<file path="config.mk">
export PLATFORM = sky130hd
export DESIGN_NAME = fetch_pc_unit
export DESIGN_NICKNAME = d
export VERILOG_FILES = /design/src/rtl/fetch_pc_unit_pkg.sv /design/src/rtl/fetch_fifo.sv /design/src/rtl/fetch_pc_unit.sv
export SDC_FILE = /design/constraint.sdc
export NUM_CORES = 1
export LEC_CHECK = 0
export ABC_AREA = 0
export CAP_MARGIN = 10
export CORE_MARGIN = 2
export CORE_UTILIZATION = 58
export CTS_BUF_LIST = sky130_fd_sc_hd__clkbuf_16
export CTS_CLUSTER_SIZE = 28
export DETAILED_ROUTE_END_ITERATION = 10
export DONT_BUFFER_PORTS = 1
export PLACE_DENSITY = 0.79
export SLEW_MARGIN = 30
export SYNTH_ARGS = -nofsm -noshare
export SYNTH_HDL_FRONTEND = slang
export SYNTH_HIERARCHICAL = 1
export SYNTH_SLANG_ARGS = --single-unit
</file>
<file path="constraint.sdc">
create_clock -name clk -period 3.7 [get_ports clk]
set_input_delay 0.37 -clock clk [delete_from_list [all_inputs] [get_ports clk]]
set_output_delay 0.37 -clock clk [all_outputs]
set_load 0.02 [all_outputs]
</file>
<file path="src/rtl/fetch_pc_unit_pkg.sv">
// Shared widths, defaults and fetch-state encoding for the instruction-fetch front end.
package fetch_pc_unit_pkg;

  localparam int unsigned ADDR       = 32;
  localparam int unsigned W_INST     = 32;
  localparam int unsigned INST_BYTES = 4;
  localparam logic [31:0] RESET_PC   = 32'h0000_0000;

  // StDrain means stale responses from before a redirect are still in flight.
  typedef enum logic {
    StRun   = 1'b0,
    StDrain = 1'b1
  } fetch_state_e;

endpackage

</file>
<file path="src/rtl/fetch_fifo.sv">
// Synchronous FIFO with flush; flush wins over push and pop in the same cycle.
// Depth must be a power of two >= 2. Storage is reset so the head reads zero after reset.
module fetch_fifo #(
  parameter int unsigned Width = 32,
  parameter int unsigned Depth = 2
) (
  input  logic                     clk,
  input  logic                     rst,
  input  logic                     flush_i,
  input  logic                     push_i,
  input  logic [Width-1:0]         data_i,
  input  logic                     pop_i,
  output logic [Width-1:0]         data_o,
  output logic                     full_o,
  output logic                     empty_o,
  output logic [$clog2(Depth):0]   count_o
);

  localparam int unsigned PtrW = $clog2(Depth);

  logic [Width-1:0] mem_q [Depth];
  logic [PtrW:0]    wptr_q, wptr_d;
  logic [PtrW:0]    rptr_q, rptr_d;
  logic             do_push, do_pop;

  // Extra pointer MSB distinguishes full from empty.
  assign empty_o = (wptr_q == rptr_q);
  assign full_o  = (wptr_q[PtrW] != rptr_q[PtrW]) &&
                   (wptr_q[PtrW-1:0] == rptr_q[PtrW-1:0]);
  assign count_o = wptr_q - rptr_q;
  assign data_o  = mem_q[rptr_q[PtrW-1:0]];

  assign do_push = push_i & ~full_o & ~flush_i;
  assign do_pop  = pop_i & ~empty_o & ~flush_i;

  // Pointer next-state: flush empties, otherwise advance on push/pop.
  always_comb begin
    wptr_d = wptr_q;
    rptr_d = rptr_q;
    if (flush_i) begin
      wptr_d = '0;
      rptr_d = '0;
    end else begin
      if (do_push) wptr_d = wptr_q + 1'b1;
      if (do_pop)  rptr_d = rptr_q + 1'b1;
    end
  end

  // Pointer registers.
  always_ff @(posedge clk or posedge rst) begin
    if (rst) begin
      wptr_q <= '0;
      rptr_q <= '0;
    end else begin
      wptr_q <= wptr_d;
      rptr_q <= rptr_d;
    end
  end

  // Storage write.
  always_ff @(posedge clk or posedge rst) begin
    if (rst) begin
      for (int i = 0; i < Depth; i++) mem_q[i] <= '0;
    end else if (do_push) begin
      mem_q[wptr_q[PtrW-1:0]] <= data_i;
    end
  end

endmodule

</file>
<file path="src/rtl/fetch_pc_unit.sv">
// Instruction-fetch front end: owns the PC, issues credit-limited in-order fetches,
// buffers responses with their PCs for decode, and redirects/flushes on a taken branch.
// Optional build macro FETCH_PERF_EN adds saturating pop and redirect counters.
module fetch_pc_unit #(
  parameter int unsigned     ADDR      = fetch_pc_unit_pkg::ADDR,
  parameter int unsigned     W_INST    = fetch_pc_unit_pkg::W_INST,
  parameter logic [ADDR-1:0] RESET_PC  = ADDR'(fetch_pc_unit_pkg::RESET_PC),
  parameter int unsigned     BUF_DEPTH = 2
) (
  input  logic              clk,
  input  logic              rst,
  input  logic              branch_i,
  input  logic [ADDR-1:0]   branch_addr_i,
  output logic              imem_req_o,
  output logic [ADDR-1:0]   imem_addr_o,
  input  logic              imem_gnt_i,
  input  logic              imem_rvalid_i,
  input  logic [W_INST-1:0] imem_rdata_i,
  output logic              v_o,
  output logic [ADDR-1:0]   pc_o,
  output logic [W_INST-1:0] inst_o,
  input  logic              ready_i
`ifdef FETCH_PERF_EN
  ,
  output logic [31:0]       perf_fetch_o,
  output logic [31:0]       perf_redirect_o
`endif
);

  import fetch_pc_unit_pkg::*;

  localparam int unsigned CntW = $clog2(BUF_DEPTH) + 1;
  localparam int unsigned BufW = ADDR + W_INST;

  fetch_state_e    state_q, state_d;
  logic [ADDR-1:0] pc_q, pc_d;
  logic [CntW-1:0] outstanding_q, outstanding_d;
  logic [CntW-1:0] drop_q, drop_d;
  logic [CntW:0]   inflight;

  logic            grant, keep_rsp, pop;
  logic            buf_full, buf_empty;
  logic [CntW-1:0] buf_count;
  logic [BufW-1:0] buf_rdata;
  logic            req_full, req_empty;
  logic [CntW-1:0] req_count;
  logic [ADDR-1:0] req_pc;
  logic            unused_branch_lsb;

  // Target is word aligned; the two low bits of the branch address are ignored.
  assign unused_branch_lsb = ^branch_addr_i[1:0];

  // Credit: never have more fetches in flight or buffered than the buffer can hold.
  assign inflight    = {1'b0, outstanding_q} + {1'b0, buf_count};
  assign imem_req_o  = (inflight < (CntW+1)'(BUF_DEPTH)) & ~branch_i & ~rst;
  assign imem_addr_o = pc_q;
  assign grant       = imem_req_o & imem_gnt_i;

  // Responses arriving while draining belong to the pre-redirect path.
  assign keep_rsp = imem_rvalid_i & (state_q == StRun) & ~branch_i;
  assign pop      = v_o & ready_i;

  assign v_o            = ~buf_empty;
  assign {pc_o, inst_o} = buf_rdata;

  fetch_fifo #(
    .Width (BufW),
    .Depth (BUF_DEPTH)
  ) u_inst_buf (
    .clk     (clk),
    .rst     (rst),
    .flush_i (branch_i),
    .push_i  (keep_rsp),
    .data_i  ({req_pc, imem_rdata_i}),
    .pop_i   (pop),
    .data_o  (buf_rdata),
    .full_o  (buf_full),
    .empty_o (buf_empty),
    .count_o (buf_count)
  );

  fetch_fifo #(
    .Width (ADDR),
    .Depth (BUF_DEPTH)
  ) u_req_pc (
    .clk     (clk),
    .rst     (rst),
    .flush_i (branch_i),
    .push_i  (grant),
    .data_i  (pc_q),
    .pop_i   (keep_rsp),
    .data_o  (req_pc),
    .full_o  (req_full),
    .empty_o (req_empty),
    .count_o (req_count)
  );

  // Next PC, in-flight/drop accounting and RUN/DRAIN state.
  always_comb begin
    state_d       = state_q;
    pc_d          = pc_q;
    outstanding_d = outstanding_q;
    drop_d        = drop_q;

    case ({grant, imem_rvalid_i})
      2'b10:   outstanding_d = outstanding_q + 1'b1;
      2'b01:   outstanding_d = outstanding_q - 1'b1;
      default: ;
    endcase

    if (branch_i) begin
      // Everything still in flight after this cycle is wrong-path.
      pc_d   = {branch_addr_i[ADDR-1:2], 2'b00};
      drop_d = outstanding_q - CntW'(imem_rvalid_i);
    end else begin
      if (grant) pc_d = pc_q + ADDR'(INST_BYTES);
      if (imem_rvalid_i && (state_q == StDrain)) drop_d = drop_q - 1'b1;
    end

    state_d = (drop_d != '0) ? StDrain : StRun;
  end

  // Fetch state registers.
  always_ff @(posedge clk or posedge rst) begin
    if (rst) begin
      state_q       <= StRun;
      pc_q          <= RESET_PC;
      outstanding_q <= '0;
      drop_q        <= '0;
    end else begin
      state_q       <= state_d;
      pc_q          <= pc_d;
      outstanding_q <= outstanding_d;
      drop_q        <= drop_d;
    end
  end

`ifdef FETCH_PERF_EN
  logic [31:0] perf_fetch_q, perf_redirect_q;

  // Saturating event counters; a pop flushed by a redirect is not counted.
  always_ff @(posedge clk or posedge rst) begin
    if (rst) begin
      perf_fetch_q    <= '0;
      perf_redirect_q <= '0;
    end else begin
      if (pop && !branch_i && (perf_fetch_q != '1)) perf_fetch_q <= perf_fetch_q + 1'b1;
      if (branch_i && (perf_redirect_q != '1)) perf_redirect_q <= perf_redirect_q + 1'b1;
    end
  end

  assign perf_fetch_o    = perf_fetch_q;
  assign perf_redirect_o = perf_redirect_q;
`endif

  // Credit accounting must make these impossible.
  buf_no_overflow_a: assert property (@(posedge clk) disable iff (rst)
    !(keep_rsp && buf_full));
  req_no_overflow_a: assert property (@(posedge clk) disable iff (rst)
    !(grant && req_full));
  rsp_has_pc_a: assert property (@(posedge clk) disable iff (rst)
    !(keep_rsp && req_empty));
  req_le_outstanding_a: assert property (@(posedge clk) disable iff (rst)
    req_count <= outstanding_q);

endmodule

</file>
# Word-level counts from Yosys, hierarchy flattened
# Index checks and enable logic that the tools add are counted.
[classes] add_sub_neg=11 n_mul=0 div_mod_pow=0 order_cmp=7 eq_ne=8 n_shift=0 n_mux=26 bitwise=25 n_reduce_logical=12
[op_table] cell="2-to-1 mux 64 bit" count=4
[op_table] cell="2-to-1 mux 32 bit" count=6
[op_table] cell="bitwise mux 128 bit" count=1
[op_table] cell="bitwise mux 64 bit" count=1
[op_table] cell="demux 64 bit (select 1 bit)" count=1
[op_table] cell="adder 32 x 3 -> 32 bit (second input constant)" count=1
[op_table] cell="demux 32 bit (select 1 bit)" count=1
[op_table] cell="2-to-1 mux 2 bit" count=10
[op_table] cell="AND 1 bit" count=14
[op_table] cell="nonzero test 2 bit" count=7
[op_table] cell="adder 2 x 1 -> 2 bit (second input constant)" count=5
[op_table] cell="greater-or-equal comparator 2 bit (second input constant)" count=4
[op_table] cell="inverter 1 -> 2 bit" count=4
[op_table] cell="inverter 1 bit" count=7
[op_table] cell="logical AND 1 bit" count=5
[op_table] cell="equality test 2 bit" count=2
[op_table] cell="less-than comparator 2 x 1 -> 1 bit (second input constant)" count=2
[op_table] cell="case mux 2 bit (2 select lines)" count=1
[op_table] cell="subtractor 2 x 1 -> 2 bit (second input constant)" count=2
[op_table] cell="adder 2 x 2 -> 3 bit" count=1
[op_table] cell="less-than comparator 3 x 2 -> 1 bit (second input constant)" count=1
[op_table] cell="equality test 1 bit" count=2
[op_table] cell="equality test 2 x 1 -> 1 bit (second input constant)" count=1
[op_table] cell="equality test 2 bit (second input constant)" count=1
[op_table] cell="4 further kinds" count=5
[word_totals] reg_bits=237 latch_bits=0 ramBits=0 romBits=0 output_inout_bits=98 mem_count=0

# Depth between registers and ports, before layout
# Gate-level depths: netlist of run 1.
[logic_depth] depth_word=10 mapped_depth=15

# Modules after synthesis
# The synthesis of run 1 kept the hierarchy.
[modules_own_cells] module="fetch_fifo (u_inst_buf)" n_inst=1 cells_per_inst=383 area_per_inst_um2=6095.8 seq_area_each_um2=3303.2
[modules_own_cells] module="fetch_fifo (u_req_pc)" n_inst=1 cells_per_inst=214 area_per_inst_um2=3210.6 seq_area_each_um2=1701.6
[modules_own_cells] module="fetch_pc_unit" n_inst=1 cells_per_inst=245 area_per_inst_um2=2238.4 seq_area_each_um2=875.8

# Least setup slack after synthesis of run 1
# Ideal clock, no wire load.
[synth_path] kind="reg-to-reg" from="reg u_inst_buf.wptr_q[0]" to="reg u_req_pc/mem_q[10] in the netlist's numbering" setup_time_ns=0.125 arrival_time_ns=3.688 required_time_ns=3.575 setup_slack_ns=-0.113 stages_incl_launch_ff=16 path_buffers=4 period_less_slack_ns=3.813 path_cell_list="dfrtp_1 -> inv_1 -> ha_1 -> buf_2 -> inv_1 -> and2_1 -> fa_1 -> nor4_4 -> nand2_2 -> inv_2 -> buf_6 -> buf_6 -> nand2_1 -> a211oi_4 -> buf_6 -> mux2_4"
[synth_via] elab_chain_len=8
[synth_lines] item="start, declared" line="fetch_fifo.sv:22" rtl="logic [PtrW:0] wptr_q, wptr_d;"
[synth_lines] item="start signal, assigned" line="fetch_fifo.sv:55" rtl="wptr_q <= wptr_d;"
[synth_lines] item="subtractor 2 bit" line="fetch_fifo.sv:30" rtl="assign count_o = wptr_q - rptr_q;"
[synth_lines] item="named net buf_count[0]" line="fetch_pc_unit.sv:43" rtl="logic [CntW-1:0] buf_count;"
[synth_lines] item="adder 2 x 2 -> 3 bit" line="fetch_pc_unit.sv:54" rtl="assign inflight = {1'b0, outstanding_q} + {1'b0, buf_count};"
[synth_lines] item="less-than comparator 3 x 2 -> 1 bit" line="fetch_pc_unit.sv:55" rtl="assign imem_req_o = (inflight < (CntW+1)'(BUF_DEPTH)) & ~branch_i & ~rst;"
[synth_lines] item="AND 1 bit (2 in a row)" line="fetch_pc_unit.sv:55"
[synth_lines] item="named net imem_req_o" line="fetch_pc_unit.sv:14" rtl="output logic imem_req_o,"
[synth_lines] item="AND 1 bit" line="fetch_pc_unit.sv:57" rtl="assign grant = imem_req_o & imem_gnt_i;"
[synth_lines] item="named net grant" line="fetch_pc_unit.sv:41" rtl="logic grant, keep_rsp, pop;"
[synth_lines] item="AND 1 bit (2 in a row)" line="fetch_fifo.sv:33" rtl="assign do_push = push_i & ~full_o & ~flush_i;"
[synth_lines] item="end signal, assigned by index" line="fetch_fifo.sv:65" rtl="mem_q[wptr_q[PtrW-1:0]] <= data_i;"
[synth_lines] item="end, declared" line="fetch_fifo.sv:21" rtl="logic [Width-1:0] mem_q [Depth];"
# The timed path passes the listed nets, and every way through them passes these cells.
# A chain may end at the register's enable or synchronous reset.

# Worst setup path after layout of run 1
[layout_path] from="reg u_inst_buf.wptr_q[0]" to="reg u_req_pc/mem_q[53] in the netlist's numbering"
[layout_via] elab_chain_len=8
[layout_lines] item="subtractor 2 bit" line="fetch_fifo.sv:30"
[layout_lines] item="named net buf_count[0]" line="fetch_pc_unit.sv:43"
[layout_lines] item="adder 2 x 2 -> 3 bit" line="fetch_pc_unit.sv:54"
[layout_lines] item="less-than comparator 3 x 2 -> 1 bit" line="fetch_pc_unit.sv:55"
[layout_lines] item="AND 1 bit (2 in a row)" line="fetch_pc_unit.sv:55"
[layout_lines] item="AND 1 bit" line="fetch_pc_unit.sv:57"
[layout_lines] item="AND 1 bit (2 in a row)" line="fetch_fifo.sv:33"
# The timed path passes the listed nets, and every way through them passes these cells.

==> summary.txt, run 1 <==
Run status
  • Status: finished clean

Yosys
  • Syn. warnings: 6
  • Syn Inst Count: 838
  • Synthesized area per cell: 13.8 sq um
  • Syn Std Cell Area: 11500 sq um

Cells and area
  • Final nets: 975
  • Area delta synth->final: 12.5%
  • Final Util: 0.666
  • Multi-input logic area: 5200 sq um
  • N_diodes: 0
  • Filler cells: 1405
  • Layout cells sized above 1: 0.383
  • Seq. cell area: 5880 sq um

Critical path
  • R2R depth: 12
  • Setup Crit Path Kind: reg2reg
  • CP endpoint kind: flip-flop
  • FF-to-FF setup slack: 0.36 ns
  • R2r startpoint: u_inst_buf/wptr_q[0]
  • Largest fanout on the critical path: 19
  • Reg2reg end: u_req_pc/mem_q[53]
  • CP arrival: 3.74 ns
  • CP Launch Type: flip-flop
  • WP data required: 4.10 ns

Drt
  • Post-DR wirelength/cell: 21.1 um
  • Iter 0 DRT Violations: 371
  • Final WL: 24.9 mm
  • DRC: 0
  • Vias: 7003
  • Vias per std cell: 5.93
  • Drt pass-1 iters: 4
  • Routed Antenna Nets: 0

Placed design
  • Port Buffers: 0
  • Routability cong.: 0.867
  • Post-DP HPWL: 15.5 mm
  • Pre-CTS WS: 0.395 ns

Clock tree
  • Clock sinks: 235
  • Worst-path clk slew: 0.06 ns
  • Htree depth: 1
  • Clock Tree Buf Depth: 3
  • CTS Buf Count: 25
  • CTS tree: yes
  • Post-CTS Setup Bufs: 0
  • Clk_lat worst skew: 0.53 ns
  • Resized Gates After CTS: 0
  • Root buf cell: clkbuf_16

Floorplanning
  • Die height: 145 um
  • # rows: 51
  • Starting Density: 0.592
  • CORE AREA: 19500 sq um
  • Die Wd: 145 um
  • I/O pins: 168
  • Die ar.: 21000 sq um

Timing
  • Setup_tns: 0 ns
  • Achievable Freq: 0.299 GHz
  • Hold_ws: 0.0150 ns
  • Clock Skew: 0.0254 ns
  • Worst-margin pin slew: 0.747 ns
  • PnR worst setup slack: 0.358 ns
  • Rel. slew slack: 0.496
  • Final hold violations: 0
  • RSZ-0062 raised after global routing: false
  • Final period util: 0.903
  • Period minus WS final: 3.34 ns
  • Slew Limit Fails: 0
  • Number of setup violations in the final report: 0

Flow run
  • Max-cap violations: 0

Global routing
  • First-pass GRT wire length: 41.8 mm
  • Initial antenna violation count: 0
  • Pin count of the biggest net entering global routing: 117
  • Vias in the first global route: 7531
  • Total track usage: 0.243
  • Total gr overflow: 0

Worst hold path
  • HP Class: in2reg
  • Hold Path Depth: 1
  • Hold_sp: imem_rdata_i[16]
  • WHS Endpoint: u_inst_buf/mem_q[16]

Power
  • Leakage: 5.95 nW
  • PD cells: 709 nW/um^2
  • Peak VDD IR: 580 uV
stage by stage:
step	instance area [sq um]	std cells	total power, W
after floorplan	11500	843	0.00639
after global placement	11700	1080	0.00683
after detailed placement	11700	1080	0.00694
after CTS	12900	1179	0.00926
after global routing	13000	1180	0.00969
final	13000	1180	0.00919
where the power goes:
part	total, W	leakage (nW)	switching (W)	internal [W]
logic	0.00310	2.52	0.00160	0.00150
clock network	0.00222	0.365	0.00100	0.00122
registers	0.00387	3.07	0.000567	0.00330
cell usage in the layout, fill, tap and decap left out, drive strengths merged, types with 5 or more instances in the layout:
cell type / count
a21oi: 12
a221o: 5
a22oi: 6
and3: 9
buf: 21
clkbuf: 25
clkinv: 10
conb: 6
dfrtp: 235
dlygate4sd3: 57
ha: 5
inv: 26
mux2: 282
mux2i: 7
nand2: 38
nand3: 24
nand4: 11
nor2: 25
nor4: 5
o211ai: 6
o21ai: 24
o311ai: 9
xnor2: 6
xor2: 5
layer usage:
metal / up-vias / wire, um / track usage
met5: - / 0 / 0
met4: 0 / 690 / 0.0683
met3: 66 / 1300 / 0.0497
met2: 218 / 12300 / 0.406
met1: 3555 / 10600 / 0.325
li1: 3164 / - / -
cell type report:
cell class,instances,share of cell area
Multi-Input combinational cell,539,0.401
Timing Repair Buffer,78,0.0584
Clock buffer,25,0.0483
Clock inverter,18,0.00647
Sequential cell,235,0.454
Tap cell,265,0.0256
Inverter,20,0.00608
timing repair:
action / CTS / global route
hold endpoints to repair: 149 / 1
hold buffers: 56 / 1
endpoints found under the setup margin: 0 / 0
critical path, stage by stage, from the launching register on:
cell     delay, ns
dfrtp_1       0.46
inv_1         0.09
ha_1          0.30
inv_1         0.08
and2_1        0.17
fa_1          0.40
nor4_4        0.29
nand2_2       0.10
inv_2         0.09
nor3b_1       0.41
o21ai_4       0.31
buf_4         0.25
mux2_2        0.27
flip-flops by register name, summed over array words and instances, names as in the netlist:
name,count
drop_q,2
imem_addr_o,30
outstanding_q,2
state_q,1
u_inst_buf/mem_q,128
u_inst_buf/rptr_q,2
u_inst_buf/wptr_q,2
u_req_pc/mem_q,64
u_req_pc/rptr_q,2
u_req_pc/wptr_q,2
worst max-delay path by stage:
stage                          from                  to  slack (ns)  cells after the start
2_1_floorplan  u_inst_buf/wptr_q[0]  u_req_pc/mem_q[10]      0.0001                     15
3_3_place_gp   u_inst_buf/wptr_q[0]  u_req_pc/mem_q[51]        0.47                     12
3_5_place_dp   u_inst_buf/wptr_q[0]  u_req_pc/mem_q[53]        0.39                     12
4_1_cts        u_inst_buf/wptr_q[0]  u_req_pc/mem_q[53]        0.36                     12
5_1_grt        u_inst_buf/wptr_q[0]  u_req_pc/mem_q[53]        0.17                     12
6_report       u_inst_buf/wptr_q[0]  u_req_pc/mem_q[53]        0.36                     12
Power figures use the tool's default switching activity.
==> run 2: changes to the inputs <==
CORE_UTILIZATION = 57   (was 58)
PLACE_DENSITY = 0.78   (was 0.79)
SKIP_CTS_REPAIR_TIMING = 1   (was default)
SYNTH_HIERARCHICAL = default   (was 1)
==> run 2 against run 1 <==
Net effect: largest cell class unchanged; wire length decreased by 11%; design area down 11%; setup slack gained 0.044 ns; largest power group unchanged; critical path depth shrank 2; synthesized cell count rose by 3.2%; the flow now finishes with violations (hold timing).
==> summary.txt, run 2 <==
Yosys
  • Number of synthesized flops with an enable pin: 0
  • Area leader, netlist: dfrtp_1
  • Syn. warnings: 0
  • Syn Inst Count: 865
  • Most frequent cell after synthesis: dfrtp_1
  • Top FF cell, synth: dfrtp_1
  • Syn Std Cell Area: 10400 sq um
  • Synth area leaders: dfrtp_1, mux2_2, mux2_4
  • Post-synthesis cell type count: 47
  • Synthesized area per cell: 12.0 sq um
  • Synthesized flop and latch total: 227
  • Synth top area share: 0.548
  • Post-synthesis sequential area ratio: 0.548
  • Commonest cells in the netlist: dfrtp_1, mux2_2, nor2_1, a21oi_1, nand2_1
  • Asr flop ratio synth: 1.00

Global routing
  • Vias in the first global route: 6690
  • Initial antenna violation count: 0
  • Pin count of the biggest net entering global routing: 101
  • Total track usage: 0.230
  • First-pass GRT wire length: 36.6 mm
  • Total gr overflow: 0

Cells and area
  • Commonest non-fill, non-tap cell in the layout: dfrtp_1
  • Number of flip-flops in the largest register: 124
  • Final nets: 943
  • Non-Filler Instances: 1114
  • Most flop-heavy register: u_inst_buf.mem_q
  • Area delta synth->final: 10.8%
  • Commonest cells after routing, fill and taps aside: dfrtp_1, mux2_2, nor2_1, a21oi_1, nand2_1
  • N_diodes: 0
  • Layout cells sized above 1: 0.277

Floorplanning
  • CORE AREA: 17900 sq um
  • Die ar.: 19300 sq um
  • I/O pins: 168
  • Die height: 139 um
  • Starting Density: 0.579
  • # rows: 49
  • Die Wd: 139 um

Clock tree
  • Root buf cell: clkbuf_16
  • CTS tree: yes
  • Clock sinks: 227
  • CTS Buf Count: 24
  • Clock Tree Buf Depth: 3
  • Worst-path clk slew: 0.06 ns
  • Htree depth: 1
  • Clk_lat worst skew: 0.50 ns

Timing
  • Clock Skew: 0.00448 ns
  • Final period util: 0.892
  • Final hold violations: 2
  • Setup_tns: 0 ns
  • Achievable Freq: 0.303 GHz
  • RSZ-0062 raised after global routing: false
  • Period minus WS final: 3.30 ns
  • Number of setup violations in the final report: 0
  • PnR worst setup slack: 0.401 ns
  • Worst-margin pin slew: 0.911 ns
  • Hold_ws: -0.00209 ns
  • Rel. slew slack: 0.391
  • Slew Limit Fails: 0

Drt
  • Vias per std cell: 6.02
  • DRC: 0
  • DR top layer: met4
  • Final WL: 22.2 mm
  • Drt pass-1 iters: 5
  • Vias: 6709
  • DR WL met2: 10.3 mm
  • Post-DR wirelength/cell: 20.0 um
  • Routed Antenna Nets: 0
  • Met1 wire length: 9.85 mm
  • Iter 0 DRT Violations: 419
  • DR WL met3: 1.81 mm

Critical path
  • Setup Crit Path Kind: reg2reg
  • Crit. Startpoint: u_inst_buf.rptr_q[0]
  • Largest fanout on the critical path: 28
  • CP max-delay cell: or3_2
  • CP Launch Type: flip-flop
  • Critical-path cell list: ha_1 -> inv_1 -> nand2_1 -> fa_1 -> nor4bb_2 -> and2_1 -> inv_2 -> or3_2 -> buf_4 -> mux2_4
  • CP arrival: 3.69 ns
  • Top cell family by delay on the critical path: simple AND/OR/NAND/NOR gates
  • WP data required: 4.09 ns
  • Max stage delay on crit path: 0.54 ns
  • CP endpoint kind: flip-flop
  • WP buf/inv: 3
  • R2r startpoint: u_inst_buf.rptr_q[0]

Placed design
  • Cells after DPL: 1053
  • Pre-CTS WS: 0.435 ns
  • Routability cong.: 0.842
  • Post-DP HPWL: 14.1 mm
  • Port Buffers: 0

Power
  • Leakage: 5.13 nW
  • Total power: 0.00889 W
  • PD cells: 774 nW/um^2
  • Peak VDD IR: 412 uV

Worst hold path
  • Hold_sp: branch_addr_i[15]
  • HP Class: in2reg

Run status
  • Status: finished, violations left
  • Violated checks: hold timing

Flow run
  • Max-cap violations: 0
[run 2: cell types whose count changed in the layout (fill, tap and decap cells not counted), moves of 29 or more]
cell / delta
a21oi_1: +56
nor2_1: +60
mux2i_1: +29
mux2_4: -50
dlygate4sd3_1: -39
mux2_2: -42
[run 2: path summary, 6_finish.rpt]
kind                                   endpoint  slack, ns  cells after the start
max                          u_req_pc.mem_q[49]       0.40                     10
min                             imem_addr_o[15]     -0.002                      2
max reg2reg                  u_req_pc.mem_q[49]       0.40                     10
min reg2reg                   u_req_pc.mem_q[4]       0.49                      2
max in group asynchronous  u_inst_buf.rptr_q[0]       2.14                      3
min in group asynchronous       imem_addr_o[13]       0.46                      2
[run 2: area by class of cell]
type | count | area, sq um
clock buffer | 25 | 626
clock inverter | 18 | 130
fill | 1358 | 6420
inverter | 9 | 37.5
multi-input combinational | 572 | 4400
sequential | 227 | 5680
tap | 229 | 287
timing repair buffer | 34 | 325
[run 2: worst reg2reg max path, stage by stage, from the launching register on]
cell and delay (ns):
dfrtp_2 0.41, ha_1 0.31, inv_1 0.08, nand2_1 0.08
fa_1 0.50, nor4bb_2 0.29, and2_1 0.22, inv_2 0.04
or3_2 0.54, buf_4 0.33, mux2_4 0.38
[run 2: power breakdown]
part	switching, W	internal, W	total, W
Clock	0.000937	0.00135	0.00229
Combinational	0.00145	0.00118	0.00263
Sequential	0.000601	0.00337	0.00397
Total	0.00299	0.00590	0.00889
[run 2: logic make-up (layout without fill, tap and decap cells)]
family	count (synthesis)	after routing	share of synthesized area
flip-flops	227	227	0.548
XOR/XNOR	11	11	0.00929
multiplexers	220	220	0.244
AO/OA/AOI/OAI	128	128	0.0722
AND/OR/NAND/NOR	204	204	0.0889
other	1	4	0.000362
adder cells (fa/ha/maj)	5	5	0.00676
buffers and inverters	69	86	0.0304
[run 2: per-stage QoR]
stage	cell area, sq um	utilization
after CTS	11300	0.632
after global routing	11500	0.642
after global placement	10600	0.589
final	11500	0.642
after detailed placement	10600	0.589
after floorplan	10400	-
[run 2: layer usage]
layer | up-vias | track usage
li1 | 3082 | -
met1 | 3334 | 0.332
met2 | 261 | 0.360
met3 | 32 | 0.0535
met4 | 0 | 0.0494
met5 | - | 0
==> run 3: changes to the inputs <==
CELL_PAD_IN_SITES_DETAIL_PLACEMENT = 1   (was default)
CELL_PAD_IN_SITES_GLOBAL_PLACEMENT = 2   (was default)
CORE_UTILIZATION = 40   (was 57)
PLACE_DENSITY = 0.79   (was 0.78)
SYNTH_HIERARCHICAL = 1   (was default)
==> run 3 against run 2 <==
Net effect: the run still ends with hold timing left; hold slack lost 0.023 ns; combinational power grew 21%; first-iteration DRC count shrank 21%; sequential share of layout area shrank 5.4 points; highest routed layer unchanged; total power grew 10%; wire length grew 27%.
==> summary.txt, run 3 (synthesized netlist as in run 1, its figures left out) <==
Critical path
  • FF-to-FF setup slack: 0.33 ns
  • Largest fanout on the critical path: 9
  • Setup Crit Path Kind: reg2reg
  • CP endpoint kind: flip-flop
  • Reg2reg end: u_req_pc/mem_q[62]
  • WP data required: 4.13 ns
  • CP Capture Point: u_req_pc/mem_q[62]
  • CP Launch Type: flip-flop
  • CP arrival: 3.80 ns
  • R2R depth: 12
  • Crit. Startpoint: u_inst_buf/wptr_q[0]
  • R2r startpoint: u_inst_buf/wptr_q[0]

Worst hold path
  • HP Class: in2reg
  • Hold Path Depth: 2

Floorplanning
  • Die Wd: 174 um
  • Starting Density: 0.404
  • CORE AREA: 28500 sq um
  • Die height: 174 um
  • I/O pins: 168
  • # rows: 62
  • Die ar.: 30200 sq um

Cells and area
  • Number of flip-flops in the largest register: 128
  • Commonest non-fill, non-tap cell in the layout: dfrtp_1
  • Filler cells: 2931
  • Multi-input logic area: 5190 sq um
  • Layout cells sized above 1: 0.390
  • Commonest cells after routing, fill and taps aside: dfrtp_1, mux2_2, mux2_4, dlygate4sd3_1, nand2_1
  • Final nets: 980
  • Area delta synth->final: 15.8%
  • Seq. cell area: 5880 sq um
  • Most flop-heavy register: u_inst_buf/mem_q

Drt
  • Iter 0 DRT Violations: 330
  • Vias per std cell: 5.40
  • DRC: 0
  • Drt pass-1 iters: 4
  • Vias: 7075
  • Post-DR wirelength/cell: 21.5 um
  • Routed Antenna Nets: 0
  • Final WL: 28.2 mm

Clock tree
  • Clk_lat worst skew: 0.55 ns
  • CTS tree: yes
  • Clock sinks: 235
  • Worst-path clk slew: 0.07 ns
  • CTS Buf Count: 28
  • Htree depth: 1
  • Root buf cell: clkbuf_16
  • Clock Tree Buf Depth: 3

Timing
  • Number of setup violations in the final report: 0
  • Hold_ws: -0.0250 ns
  • PnR worst setup slack: 0.329 ns
  • Achievable Freq: 0.297 GHz
  • Final period util: 0.911
  • Final hold violations: 4
  • Clock Skew: 0.0150 ns
  • Slew Limit Fails: 0
  • Worst-margin pin slew: 1.03 ns
  • RSZ-0062 raised after global routing: false
  • Rel. slew slack: 0.309
  • Period minus WS final: 3.37 ns
  • Setup_tns: 0 ns

Power
  • Peak VDD IR: 420 uV
  • Total power: 0.00981 W
  • PD cells: 735 nW/um^2
  • Leakage: 6.06 nW

Flow run
  • Max-cap violations: 0

Global routing
  • Total track usage: 0.180
  • Vias in the first global route: 7439
  • First-pass GRT wire length: 43.6 mm
  • Initial antenna violation count: 1
  • Pin count of the biggest net entering global routing: 133
  • Total gr overflow: 0

Placed design
  • Routability cong.: 0.782
  • Post-DP HPWL: 17.5 mm
  • Port Buffers: 0
  • Pre-CTS WS: 0.349 ns

Run status
  • Status: finished, violations left
  • Violated checks: hold timing
run 3: worst min-delay path by stage:
stage / end / slack [ns] / from
after floorplan: u_inst_buf/mem_q[21] / 0.45 / u_inst_buf/mem_q[21]
after detailed placement: imem_addr_o[4] / 0.17 / rst
after CTS: imem_addr_o[2] / -0.41 / rst
after global placement: imem_addr_o[4] / 0.18 / rst
final: imem_addr_o[6] / -0.02 / branch_addr_i[6]
after global routing: imem_addr_o[9] / -0.01 / branch_i
run 3: where the power goes:
part           total (W)  internal (W)  switching, W
Sequential       0.00389       0.00330      0.000586
Combinational    0.00317       0.00152       0.00166
Clock            0.00275       0.00165       0.00110
run 3: per-stage QoR:
step,std cells,hold WS [ns],cell area [sq um],utilization
CTS,1251,-0.406,12700,0.446
global placement,1199,0.177,11800,0.414
finish,1311,-0.0250,13300,0.467
detailed placement,1199,0.174,11800,0.414
global route,1311,-0.0121,13300,0.467
floorplan,843,0.452,11500,-
run 3: area by class of cell:
type | instances | share of cell area
multi-input cells | 539 | 0.389
flip-flops and latches | 235 | 0.441
clock buffers | 28 | 0.0525
inverters | 20 | 0.00591
well taps | 384 | 0.0360
repair buffers | 80 | 0.0582
diodes | 1 | 0.000188
clock inverters | 24 | 0.0169
run 3: critical path, stage by stage, from the launching register on:
cell and delay (ns):
dfrtp_1 0.44, inv_1 0.09, ha_1 0.30, inv_1 0.09, and2_1 0.18, fa_1 0.40
nor4_4 0.31, nand2_2 0.10, inv_2 0.11, nor3b_1 0.30, a21boi_1 0.32, buf_4 0.25
mux2_2 0.36
run 3: per-layer routing:
layer,part of all wire,vias up,GRT usage
li1,-,3169,-
met1,0.42,3708,0.230
met2,0.50,146,0.309
met3,0.053,52,0.0439
met4,0.021,0,0.0410
met5,0,-,0
